`src/rtl/fifo_egress_reader.sv`:
```
// Purpose : drains header/LEN/payload packets from the port FIFO onto a valid/ready byte stream with sop/eop.
// Latency : FIFO read at cycle t -> byte presented with out_valid in cycle t+2.
// Backpressure: no new FIFO read while a held byte waits on out_ready; at most one read is ever in flight.
//
// Ports:
//   clk, rst_n               clock (rising edge), asynchronous active-low reset
//   en                       port enable; only gates reading a new header
//   fifo_empty, fifo_data    FIFO status and registered read data (valid the cycle after fifo_rd_en)
//   fifo_rd_en               combinational FIFO read strobe
//   out_data/out_valid/out_ready, out_sop/out_eop   output byte stream and packet markers
//   busy                     packet in progress (mid-packet, read in flight, or byte held)
//   pkt_cnt                  count of fully delivered packets, wraps
module fifo_egress_reader #(
  parameter int W_WIDTH   = 8,
  parameter int CNT_WIDTH = 16
) (
  input  logic                 clk,
  input  logic                 rst_n,
  input  logic                 en,
  input  logic                 fifo_empty,
  input  logic [W_WIDTH-1:0]   fifo_data,
  output logic                 fifo_rd_en,
  output logic [W_WIDTH-1:0]   out_data,
  output logic                 out_valid,
  input  logic                 out_ready,
  output logic                 out_sop,
  output logic                 out_eop,
  output logic                 busy,
  output logic [CNT_WIDTH-1:0] pkt_cnt
);

  // State names the field type of the next byte to be read from the FIFO.
  typedef enum logic [1:0] {S_HDR, S_LEN, S_PAY} state_t;

  state_t               state_q, state_d;
  logic [7:0]           rem_q, rem_d;
  logic                 inflight_q, inflight_d;
  logic [W_WIDTH-1:0]   out_data_q, out_data_d;
  logic                 out_valid_q, out_valid_d;
  logic                 out_sop_q, out_sop_d;
  logic                 out_eop_q, out_eop_d;
  logic [CNT_WIDTH-1:0] pkt_cnt_q, pkt_cnt_d;

  // A read is only issued when the output register will be free by the time
  // the byte lands, so a capture never collides with a held byte.
  assign fifo_rd_en = rst_n && !inflight_q && !fifo_empty &&
                      (!out_valid_q || out_ready) &&
                      ((state_q != S_HDR) || en);

  always_comb begin
    state_d     = state_q;
    rem_d       = rem_q;
    out_data_d  = out_data_q;
    out_valid_d = out_valid_q;
    out_sop_d   = out_sop_q;
    out_eop_d   = out_eop_q;
    pkt_cnt_d   = pkt_cnt_q;

    // Set by a read, cleared at the capture edge that follows; a read can
    // never coincide with an in-flight byte, so this is just the strobe.
    inflight_d = fifo_rd_en;

    if (out_valid_q && out_ready) begin
      out_valid_d = 1'b0;
      if (out_eop_q) begin
        pkt_cnt_d = pkt_cnt_q + CNT_WIDTH'(1);
      end
    end

    // Capture wins over accept; both on one edge cannot happen, see fifo_rd_en.
    if (inflight_q) begin
      out_data_d  = fifo_data;
      out_valid_d = 1'b1;
      unique case (state_q)
        S_HDR: begin
          out_sop_d = 1'b1;
          out_eop_d = 1'b0;
          state_d   = S_LEN;
        end
        S_LEN: begin
          out_sop_d = 1'b0;
          if (fifo_data[7:0] == 8'd0) begin
            out_eop_d = 1'b1;
            state_d   = S_HDR;
          end else begin
            out_eop_d = 1'b0;
            rem_d     = fifo_data[7:0];
            state_d   = S_PAY;
          end
        end
        S_PAY: begin
          out_sop_d = 1'b0;
          out_eop_d = (rem_q == 8'd1);
          rem_d     = rem_q - 8'd1;
          if (rem_q == 8'd1) begin
            state_d = S_HDR;
          end
        end
        default: begin
          state_d = S_HDR;
        end
      endcase
    end
  end

  always_ff @(posedge clk or negedge rst_n) begin
    if (!rst_n) begin
      state_q     <= S_HDR;
      rem_q       <= 8'd0;
      inflight_q  <= 1'b0;
      out_data_q  <= '0;
      out_valid_q <= 1'b0;
      out_sop_q   <= 1'b0;
      out_eop_q   <= 1'b0;
      pkt_cnt_q   <= '0;
    end else begin
      state_q     <= state_d;
      rem_q       <= rem_d;
      inflight_q  <= inflight_d;
      out_data_q  <= out_data_d;
      out_valid_q <= out_valid_d;
      out_sop_q   <= out_sop_d;
      out_eop_q   <= out_eop_d;
      pkt_cnt_q   <= pkt_cnt_d;
    end
  end

  assign out_data  = out_data_q;
  assign out_valid = out_valid_q;
  assign out_sop   = out_sop_q;
  assign out_eop   = out_eop_q;
  assign pkt_cnt   = pkt_cnt_q;
  assign busy      = (state_q != S_HDR) || inflight_q || out_valid_q;

endmodule

```
`config.mk`:
```
export PLATFORM = sky130hd
export DESIGN_NAME = fifo_egress_reader
export DESIGN_NICKNAME = d
export VERILOG_FILES = /design/src/rtl/fifo_egress_reader.sv
export SDC_FILE = /design/constraint.sdc
export NUM_CORES = 1
export LEC_CHECK = 0
export CAP_MARGIN = 10
export CELL_PAD_IN_SITES_DETAIL_PLACEMENT = 0
export CELL_PAD_IN_SITES_GLOBAL_PLACEMENT = 1
export CORE_MARGIN = 2
export CORE_UTILIZATION = 35
export CTS_BUF_LIST = sky130_fd_sc_hd__clkbuf_16
export DETAILED_ROUTE_END_ITERATION = 10
export PLACE_DENSITY_LB_ADDON = 0.1
export SYNTH_ARGS = -nofsm -noshare
export SYNTH_HDL_FRONTEND = slang
export SYNTH_SLANG_ARGS = --single-unit
```
`constraint.sdc`:
```
create_clock -name clk -period 1.53 [get_ports clk]
set_input_delay 0.306 -clock clk [delete_from_list [all_inputs] [get_ports clk]]
set_output_delay 0.306 -clock clk [all_outputs]
set_load 0.005 [all_outputs]
```
==> reports/qor.yml <==
status: "finished with violations"
violations: "negative setup slack"
critPathRequiredTime_ns: 1.22
drt-pass1-iter-count: 5
design_area_um2: 3290
chipHeight_um: 78.4
tightest_slew_ns: 0.497
final_cell_mix: "buf_4, dfrtp_1, clkdlybuf4s50_1, nand2_1, xnor2_1"
yosysTopAreaCell: "dfrtp_1"
ys_ff_latch: 38
dpl_cell_area_um2: 2660
antenna_found_initial: 0
io_pins: 42
whs_ns: 0.122
critPathLaunchType: "flip-flop"
worst-path-max-fanout: 2
syn-num-nets: 191
yosysSeqAreaShare: 0.491
ir_drop_uv: 768
grt_max_degree: 39
yosysWarnings: 0
dp_slack_ns: -0.766
setup.worst_path.class: "reg2out"
fin_nets: 299
drt_iter0_markers: 53
clockBufferDepth: 2
clockPowerShare: 0.243
grt_setup_unrepaired: "yes"
detailed_place_hpwl_um: 3380
drc: 0
clock_latency_ns: 0.28
timing.reg2reg.setup_slack_ns: -0.09
routedWlPerCell_um: 15.0
total_power_mw: 4.84
syn2layout_area_growth_pct: 69.7
ctsHtreeMaxLevel: 2
fin_crit_ns: 1.70
gp_congestion: 0.777
rr_worst_depth: 8
p_int_mw: 3.30
fillers: 480
grt_pass1_wl_um: 8180
synthCells: 170
wl_met2_um: 2730
layoutNonFillerInstCount: 351
synthArstFlopShare: 1.00
p_comb_frac: 0.444
final_common_cell: "buf_4"
power.leakage_nw: 1.57
synth_ff_type: "dfrtp_1"
antenna_left: 0
post-route-period-util: 1.11
cts_buffers: 5
dr_wl_met3_um: 235
antenna_cells: 0
hp-class: "in2async"
yosysTopAreaCellShare: 0.491
finalWirelength_um: 5250
rows: 27
fin_skew_ns: 0.00283
yosys.cell_types.count: 43
synth_edf_count: 0
grtUsageTotal: 0.172
rr_startpoint: "state_q[1]$_DFFE_PN0P_"
drive_gt1_frac: 0.405
ys_top_cells_by_area: "dfrtp_1, mux2_2, ha_1, xnor2_1, nor4_4"
placed_cells: 312
drv_cap: 0
pwr-share-seq: 0.313
grt_pass1_vias: 1716
cp.arrival_ns: 1.39
cts_tree: "built"
grt-ovfl-total: 0
die_x_um: 78.4
top_layer: "met4"
syn_area_um2: 1940
path_clk_slew_ns: 0.06
syn_avg_cell_area_um2: 11.4
finalHoldViolCount: 0
endpoint_kind: "output pin"
max_freq_mhz: 589
finalSetupViolCount: 7
cts_hold_buf: 0
rr_endpoint: "rem_q[7]$_DFFE_PN0P_"
start_util: 0.356
wl_met1_um: 2240
clock_sinks: 38
p_sw_frac: 0.318
root_buffer: "clkbuf_16"
via_per_inst: 4.85
relSlewSlack: 0.669
die_area_um2: 6140
core_region_area_um2: 5440
switchingPower_mw: 1.54
p_per_area_nw_per_um2: 1470
slew_viol_final: 0
vias: 1702
fin_ws_ns: -0.167
io_buffers: 41
critical path, cell delays in order (launching register included):
cell	delay [ns]
dfrtp_1	0.36
inv_2	0.06
ha_4	0.15
nor2b_4	0.13
nor4b_4	0.25
buf_2	0.16
worst max path at each step:
stage | from | to | slack [ns] | cells past startpoint
global placement | out_ready | fifo_rd_en | -0.68 | 5
detailed placement | out_ready | fifo_rd_en | -0.77 | 5
floorplan | state_q[0]$_DFFE_PN0P_ | rem_q[7]$_DFFE_PN0P_ | 0.009 | 8
global route | state_q[0]$_DFFE_PN0P_ | fifo_rd_en | -0.23 | 5
finish | state_q[0]$_DFFE_PN0P_ | fifo_rd_en | -0.17 | 5
CTS | state_q[1]$_DFFE_PN0P_ | fifo_rd_en | -0.15 | 5
through the flow:
| step | util | setup TNS, ns |
|---|---|---|
| 2_1_floorplan | - | 0 |
| 3_3_place_gp | 0.488 | -5.79 |
| 3_5_place_dp | 0.488 | -6.24 |
| 4_1_cts | 0.563 | -0.692 |
| 5_1_grt | 0.604 | -1.14 |
| 6_report | 0.604 | -0.514 |
metal layers:
layer,vias up,track usage
li1,824,-
met3,4,0.0494
met4,0,0.0561
met1,827,0.205
met2,47,0.299
met5,-,0
sequential cells by signal, indices dropped and copies added (netlist names):
register    cells
out_valid       1
pkt_cnt        16
out_sop         1
out_eop         1
out_data        8
inflight_q      1
rem_q           8
state_q         2
final cells by class:
class / instances / area [µm²] / area share
multi-input cells: 118 / 1080 / 0.329
well taps: 72 / 90.1 / 0.0274
repair buffers: 105 / 957 / 0.291
clock inverters: 3 / 45.0 / 0.0137
inverters: 10 / 37.5 / 0.0114
clock buffers: 5 / 125 / 0.0381
flip-flops and latches: 38 / 951 / 0.289
Yosys cell counts (2+ instances only):
master	n
dfrtp_1	38
nand2_1	12
xnor2_1	11
inv_1	10
mux2_2	9
ha_1	8
nand3_1	8
nor2_1	6
o21ai_0	6
nand4_1	5
nand2b_1	4
xor2_1	4
a21boi_1	3
a21oi_1	3
and3_1	3
and4_1	3
nor3_2	3
nor4_4	3
mux2i_1	2
nor2b_1	2
o211ai_1	2
o21ai_1	2
o22ai_1	2
o2bb2ai_1	2
power groups by stage:
stage          clock (mW)  sequential, mW  combinational, mW
6_report             1.18            1.52               2.15
5_1_grt              1.26            1.55               2.34
4_1_cts              1.21            1.50               1.89
3_5_place_dp            0            1.52               1.59
3_3_place_gp            0            1.50               1.54
2_1_floorplan           0            1.53              0.750
kinds of logic after synthesis:
family / synth area share
AO/OA/AOI/OAI: 0.105
XOR/XNOR: 0.0678
adder cells (fa/ha/maj): 0.0517
buffers and inverters: 0.0323
flip-flops: 0.491
multiplexers: 0.0704
AND/OR/NAND/NOR: 0.182
what timing repair did:
action | CTS | global route
gates cloned | 0 | 1
gates resized for setup | 36 | 28
pin swaps | 8 | 6
hold endpoints to repair | 0 | 0
buffers inserted | 19 | 16
setup endpoints to repair | 18 | 23
No activity file was read; power rests on OpenSTA's default activity.
